`src/rtl/piso_pkg.sv`:
```
// Shared types and helpers for the PISO serializer.
package piso_pkg;

  typedef enum logic [1:0] {
    ST_IDLE   = 2'd0,
    ST_SHIFT  = 2'd1,
    ST_PARITY = 2'd2
  } state_t;

  localparam int WIDTH_MAX = 32;

  function automatic int cnt_width(input int w);
    return (w < 2) ? 1 : $clog2(w);
  endfunction

endpackage

```
`src/rtl/piso_bit_counter.sv`:
```
// Bit position counter: clears to zero on load, increments per shifted bit, flags WIDTH-1.
module piso_bit_counter
  import piso_pkg::*;
#(
  parameter int WIDTH = 4
) (
  input  logic                        clk,
  input  logic                        rst_n,
  input  logic                        clear,
  input  logic                        inc,
  output logic [cnt_width(WIDTH)-1:0] cnt,
  output logic                        tc
);

  localparam int CW = cnt_width(WIDTH);
  localparam logic [CW-1:0] LAST = CW'(WIDTH - 1);

  always_ff @(posedge clk) begin
    if (!rst_n)
      cnt <= '0;
    else if (clear)
      cnt <= '0;
    else if (inc)
      cnt <= cnt + 1'b1;
  end

  assign tc = (cnt == LAST);

endmodule

```
`src/rtl/piso_serializer.sv`:
```
// LSB-first parallel-in serial-out transmitter with valid/ready load handshake.
// Optional even-parity trailer bit enabled by defining PISO_PARITY_EN.
module piso_serializer
  import piso_pkg::*;
#(
  parameter int WIDTH = 4
) (
  input  logic             clk,
  input  logic             rst_n,
  input  logic             load_valid,
  output logic             load_ready,
  input  logic [WIDTH-1:0] data_in,
  output logic             ser_out,
  output logic             ser_valid,
  output logic             frame_start,
  output logic             busy
);

  localparam int CW = cnt_width(WIDTH);

  state_t           state;
  logic [WIDTH-1:0] shreg;
  logic [CW-1:0]    bit_cnt;
  logic             tc;
  logic             transfer;
`ifdef PISO_PARITY_EN
  logic             par;
`endif

  always_comb begin
`ifdef PISO_PARITY_EN
    load_ready = (state == ST_IDLE) || (state == ST_PARITY);
`else
    load_ready = (state == ST_IDLE) || ((state == ST_SHIFT) && tc);
`endif
  end

  assign transfer = load_valid & load_ready;

  piso_bit_counter #(.WIDTH(WIDTH)) u_cnt (
    .clk   (clk),
    .rst_n (rst_n),
    .clear (transfer),
    .inc   ((state == ST_SHIFT) && !tc),
    .cnt   (bit_cnt),
    .tc    (tc)
  );

  // Shift register doubles as the output register: ser_out is its LSB, cleared when idle.
  assign ser_out = shreg[0];

  always_ff @(posedge clk) begin
    if (!rst_n) begin
      state       <= ST_IDLE;
      shreg       <= '0;
      ser_valid   <= 1'b0;
      frame_start <= 1'b0;
      busy        <= 1'b0;
`ifdef PISO_PARITY_EN
      par         <= 1'b0;
`endif
    end else begin
      frame_start <= 1'b0;
      if (transfer) begin
        state       <= ST_SHIFT;
        shreg       <= data_in;
        ser_valid   <= 1'b1;
        frame_start <= 1'b1;
        busy        <= 1'b1;
`ifdef PISO_PARITY_EN
        par         <= ^data_in;
`endif
      end else begin
        case (state)
          ST_SHIFT: begin
            if (tc) begin
`ifdef PISO_PARITY_EN
              state <= ST_PARITY;
              shreg <= WIDTH'(par);
`else
              state     <= ST_IDLE;
              shreg     <= '0;
              ser_valid <= 1'b0;
              busy      <= 1'b0;
`endif
            end else begin
              shreg <= shreg >> 1;
            end
          end
`ifdef PISO_PARITY_EN
          ST_PARITY: begin
            state     <= ST_IDLE;
            shreg     <= '0;
            ser_valid <= 1'b0;
            busy      <= 1'b0;
          end
`endif
          default: state <= ST_IDLE;
        endcase
      end
    end
  end

  // Keeps the counter value observable for debug; bit_cnt is only consumed through tc.
  logic unused_cnt;
  assign unused_cnt = ^bit_cnt;

endmodule

```
`config.mk`:
```
export PLATFORM = sky130hd
export DESIGN_NAME = piso_serializer
export DESIGN_NICKNAME = d
export VERILOG_FILES = /design/src/rtl/piso_pkg.sv /design/src/rtl/piso_bit_counter.sv /design/src/rtl/piso_serializer.sv
export SDC_FILE = /design/constraint.sdc
export NUM_CORES = 1
export LEC_CHECK = 0
export ABC_CLOCK_PERIOD_IN_PS = 1400
export BUFFER_PORTS_ARGS = -buffer_cell sky130_fd_sc_hd__buf_2
export CORE_AREA = 4 4 41 43
export CTS_CLUSTER_SIZE = 40
export DETAILED_ROUTE_END_ITERATION = 8
export DIE_AREA = 0 0 45 47
export PLACE_DENSITY_LB_ADDON = 0.15
export SLEW_MARGIN = 20
export SYNTH_ARGS = -nofsm -noshare
export SYNTH_HDL_FRONTEND = slang
export SYNTH_SLANG_ARGS = --single-unit
```
`constraint.sdc`:
```
create_clock -name clk -period 1.4 [get_ports clk]
set_input_delay 0.28 -clock clk [delete_from_list [all_inputs] [get_ports clk]]
set_output_delay 0.28 -clock clk [all_outputs]
set_load 0.005 [all_outputs]
```
==> reports/metrics.yaml, run 1 <==
outcome: "complete, no violations"
r2r_setup_slack_ns: 0.10
placed_area_um2: 493
grt_util_met1_pct: 10.1
final_cell_mix: "buf_2 (11), dfxtp_1 (8), buf_4 (5), mux2i_1 (4), o21a_1 (4)"
synth_ff_type: "dfxtp_1"
finalCritPeriodShare_pct: 95.4
cts_tree: "yes"
gp_congestion: 0.664
worst_slew_pin_slew_ns: 0.267
ff2ff_path_depth: 6
crit_type: "flip-flop to output pin"
die_area_um2: 2120
drive_gt1_share_pct: 40.0
end_kind: "output pin"
die_h_um: 47
ys_seq_elements: 9
nNetsFinal: 69
async_flop_share_pct: 0
htreeDepth: 1
whs_ns: 0.322
critPathMaxFanout: 3
io-pin-count: 12
final-hold-violation-count: 0
core-area_um2: 1300
grt_use_total_pct: 9.26
met2_usage_pct: 13.0
via_per_inst: 4.80
initial_core_util_pct: 33.0
wirelength_um: 842
grt_use_met3_pct: 4.60
period_needed_ns: 1.34
wl_per_cell_um: 11.2
area_delta_synth_final_pct: 28.3
cts_root_buffer: "clkbuf_4"
netlist_top_cells_area: "dfxtp_1 (42%), mux2i_1 (9.3%), o21a_1 (7.0%)"
worst_clock_skew_ns: 0.00478
synth_top_area_share_pct: 42.0
fin_area_um2: 551
clk_pin_slew_worst_paths_ns: 0.06
hp-start: "rst_n"
numPortBuffers: 11
hp-class: "primary input to flip-flop"
worstReg2RegEnd: "shreg[0]"
worstHoldPathCells: 2
worstHoldEndpoint: "u_cnt.cnt[0]"
synth.net_count: 53
leakagePower_nw: 0.250
grt_pass1_vias: 311
crit_arrival_ns: 1.06
yosys_warnings: 0
maxSlewHeadroom_pct: 82.2
numCtsBuffers: 3
r2r_start: "u_cnt.cnt[1]"
setup_viol: 0
antenna_found_initial: 0
power.density_nw_per_um2: 1040
cp-start-kind: "flip-flop"
row_count: 13
clock_latency_ns: 0.26
syn_area_um2: 429
synth_top_area_cell: "dfxtp_1"
num_antenna_cells: 0
drt_iter0_markers: 3
slew_violations: 0
gr-total-overflow: 0
cts.path.max_buffers: 2
ant_nets: 0
vias: 360
maxCapViolCount: 0
synth_edf_count: 0
syn_area_per_cell_um2: 9.54
synthCells: 45
grt_pass1_wl_um: 1300
die_width_um: 45
clock_sinks: 9
grt_max_degree: 16
mostFrequentLayoutCell: "buf_2"
yosysSeqAreaShare_pct: 42.0
ir_worst_vdd_mv: 0.434
critPathRequiredTime_ns: 1.12
busiest_layer: "met2"
max_freq_mhz: 749
synth.distinct_cells: 26
drc: 0
firstDrtPassIters: 4
cell families (layout without fill, tap and decap cells):
| group | Yosys count | in the layout | share of synthesized area, % |
|---|---|---|---|
| buffers and inverters | 7 | 22 | 9.33 |
| adder cells (fa/ha/maj) | 1 | 1 | 2.91 |
| AND/OR/NAND/NOR | 10 | 10 | 12.5 |
| AO/OA/AOI/OAI | 14 | 14 | 23.9 |
| flip-flops | 9 | 9 | 42.0 |
| multiplexers | 4 | 4 | 9.33 |
area by class of cell:
class                      count  area [um^2]
inverter                       2         7.51
sequential                     9          181
timing repair buffer          16         92.6
fill                         143          751
multi-input combinational     29          224
clock buffer                   4         26.3
tap                           15         18.8
critical path, cell delays in order, from the launching register on:
cell and delay (ns):
dfxtp_2 0.34, ha_4 0.16, nor2b_2 0.13, inv_2 0.05
buf_2 0.12
what timing repair did:
item / in CTS / in global routing
endpoints found under the setup margin: 1 / 2
resized for setup: 2 / 2
setup buffers: 1 / 1
hold buffers: 0 / 0
worst max-delay path by stage:
| stage | slack (ns) | endpoint | start |
|---|---|---|---|
| 5_1_grt | -0.005 | load_ready | u_cnt.cnt[0] |
| 3_5_place_dp | 0.18 | shreg[0] | u_cnt.cnt[0] |
| 3_3_place_gp | 0.17 | shreg[0] | u_cnt.cnt[0] |
| 6_report | 0.06 | load_ready | u_cnt.cnt[0] |
| 4_1_cts | 0.01 | load_ready | u_cnt.cnt[0] |
| 2_1_floorplan | 0.17 | shreg[1] | u_cnt.cnt[0] |
state kept, by name (all words and copies together) (netlist names):
signal	count
frame_start	1
busy	1
u_cnt.cnt	2
state	1
shreg	4
report_power, final:
group | internal, mW | total, mW | switching [mW] | leakage (nW)
Combinational | 0.0473 | 0.0875 | 0.0402 | 0.160
Sequential | 0.273 | 0.283 | 0.00993 | 0.0746
Clock | 0.110 | 0.201 | 0.0913 | 0.0150
Total | 0.430 | 0.572 | 0.141 | 0.250
routing by layer:
layer	wire, um	part of all wire, %
met1	409	49
met2	378	45
met3	53	6.3
met4	0	0
met5	0	0
metrics by stage:
step	util (%)	setup slack (ns)	setup TNS, ns	power (mW)	instances
2_1_floorplan	-	0.166	0	0.344	45
3_3_place_gp	37.9	0.168	0	0.369	69
3_5_place_dp	37.9	0.183	0	0.368	69
4_1_cts	40.9	0.0148	0	0.580	74
5_1_grt	42.3	-0.00485	-0.00485	0.616	75
6_report	42.3	0.0649	0	0.572	75
cells in the mapped netlist (2+ instances only):
| cell type | n |
|---|---|
| nor2_1 | 3 |
| buf_2 | 2 |
| dfxtp_1 | 9 |
| a32o_1 | 2 |
| o21a_1 | 4 |
| mux2i_1 | 4 |
| a21oi_1 | 2 |
Note: power is estimated with default switching activity, not from simulation.
==> run 2, diff against run 1 <==
--- a/config.mk
+++ b/config.mk
@@ -7,10 +7,11 @@
 export LEC_CHECK = 0
 export ABC_CLOCK_PERIOD_IN_PS = 1400
 export BUFFER_PORTS_ARGS = -buffer_cell sky130_fd_sc_hd__buf_2
-export CORE_AREA = 4 4 41 43
+export CORE_AREA = 2 2 39 41
 export CTS_CLUSTER_SIZE = 40
 export DETAILED_ROUTE_END_ITERATION = 8
-export DIE_AREA = 0 0 45 47
+export DIE_AREA = 0 0 41 43
+export HOLD_SLACK_MARGIN = 0.02
 export PLACE_DENSITY_LB_ADDON = 0.15
 export SLEW_MARGIN = 20
 export SYNTH_ARGS = -nofsm -noshare
==> run 2 against run 1 <==
Combinational power decreased by 2%. Setup slack better by 0.010 ns. Critical path depth stayed put. Wire length shrank 5.2%. Sequential power about the same. Sequential share of layout area is 0.23 points higher. Total power decreased by 1.7%. Clock power fell by 4%. Highest routed layer unchanged.
==> reports/metrics.yaml, run 2 (synthesized netlist as in run 1, its figures left out) <==
grt_max_degree: 16
dpl.cell_count: 70
num_antenna_cells: 0
gr-total-overflow: 0
drive_gt1_share_pct: 40.7
maxCapViolCount: 0
worst_slew_pin_slew_ns: 0.266
area_delta_synth_final_pct: 28.3
worstReg2RegEnd: "shreg[0]"
report.power.total_mw: 0.562
io-pin-count: 12
clk_pin_slew_worst_paths_ns: 0.06
mostFrequentLayoutCell: "buf_2"
ff2ff_path_depth: 6
die_width_um: 41
setup_viol: 0
finalCritPeriodShare_pct: 94.6
crit_type: "flip-flop to output pin"
place_hpwl_um: 596
maxSlewHeadroom_pct: 82.3
cts.path.max_buffers: 2
clock_latency_ns: 0.25
reg_top3: "shreg x4, u_cnt.cnt x2"
ir_worst_vdd_mv: 0.493
grt_pass1_wl_um: 1450
setup_tns_ns: 0
critPathMaxFanout: 4
grt_use_total_pct: 12.2
numPortBuffers: 11
final_cell_mix: "buf_2 (11), dfxtp_1 (7), mux2i_1 (4), o21a_1 (4), buf_4 (4)"
drc: 0
antenna_found_initial: 0
swShare_pct: 23.6
p_switching_mw: 0.132
combPwrFrac_pct: 15.2
wirelength_um: 798
vias: 368
largest_reg_flops: 4
cell_internal_pwr_mw: 0.430
rsz0062_at_grt: "no"
cts_tree: "yes"
final_util_pct: 39.8
max_freq_mhz: 755
grt_pass1_vias: 343
whs_ns: 0.330
final_cells: 75
ant_nets: 0
wl_per_cell_um: 10.6
via_per_inst: 4.91
clkPwrFrac_pct: 34.2
clock_sinks: 9
critPathRequiredTime_ns: 1.12
row_count: 14
hp-start: "rst_n"
final-hold-violation-count: 0
cp-start-kind: "flip-flop"
nNetsFinal: 68
outcome: "complete, no violations"
cp_cell_sequence: "ha_4 -> nor2b_4 -> inv_2 -> buf_2"
r2r_setup_slack_ns: 0.10
gp_congestion: 0.655
core-area_um2: 1380
slowest_delay_ns: 0.34
power_frac_seq_pct: 50.6
crit_arrival_ns: 1.05
die_area_um2: 1760
cts_root_buffer: "clkbuf_4"
worstHoldPathCells: 2
initial_core_util_pct: 31.0
crit_slowest_cell: "dfxtp_2"
power.density_nw_per_um2: 1020
die_h_um: 43
slew_violations: 0
leakagePower_nw: 0.249
regMostFlops: "shreg"
worst_clock_skew_ns: 0.00638
firstDrtPassIters: 1
hp-class: "primary input to flip-flop"
worstHoldEndpoint: "shreg[1]"
r2r_start: "u_cnt.cnt[0]"
end_kind: "output pin"
htreeDepth: 1
period_needed_ns: 1.33
numCtsBuffers: 3
postCtsHoldBufs: 0
drt_iter0_markers: 0
==> run 2: cell types whose count changed in the layout (fill, tap and decap cells not counted), sizes merged <==
cell and change:
buf -1
==> run 2: worst max-delay path by stage <==
stage,cells after the start,startpoint,to,slack [ns]
floorplan,5,u_cnt.cnt[0],shreg[1],0.17
global placement,5,u_cnt.cnt[0],shreg[0],0.13
detailed placement,5,u_cnt.cnt[0],shreg[1],0.12
CTS,4,u_cnt.cnt[0],load_ready,0.001
global route,4,u_cnt.cnt[0],load_ready,0.008
finish,4,u_cnt.cnt[0],load_ready,0.07
==> run 2: power by group through the flow <==
| stage | logic (mW) | registers [mW] | clock network, mW |
|---|---|---|---|
| 3_5_place_dp | 0.0811 | 0.287 | 0 |
| 5_1_grt | 0.101 | 0.286 | 0.220 |
| 4_1_cts | 0.0849 | 0.282 | 0.204 |
| 6_report | 0.0857 | 0.284 | 0.192 |
| 2_1_floorplan | 0.0554 | 0.288 | 0 |
| 3_3_place_gp | 0.0816 | 0.287 | 0 |
==> run 2: timing repair <==
item                       in CTS  in global routing
setup endpoints to repair       1                  3
setup buffers                   1                  0
gates resized for setup         2                  4
gates cloned                    0                  0
==> run 2: per-stage QoR <==
| step | setup slack, ns | cell area (um^2) |
|---|---|---|
| after detailed placement | 0.115 | 494 |
| after CTS | 0.00131 | 533 |
| after floorplan | 0.166 | 429 |
| final | 0.0749 | 551 |
| after global routing | 0.00763 | 551 |
| after global placement | 0.135 | 494 |
==> run 2: cell type report <==
cell class / instances / area, um^2
timing repair buffer: 15 / 85.1
clock buffer: 4 / 26.3
sequential: 9 / 183
inverter: 2 / 7.51
fill: 150 / 833
tap: 16 / 20.0
multi-input combinational: 29 / 229
==> run 2: layer usage <==
layer  GRT usage [%]  vias up  wire length, um
li1                -      186                -
met1            16.8      174              394
met2            15.9        8              360
met3            4.71        0               44
met4            6.00        0                0
met5               0        -                0
==> run 2: critical path, delay by kind of cell (launching register included) <==
kind	cells	cell delay, ns
adders and majority gates	1	0.17
buffers and inverters	2	0.17
DFF	1	0.34
and+or+nand+nor	1	0.11
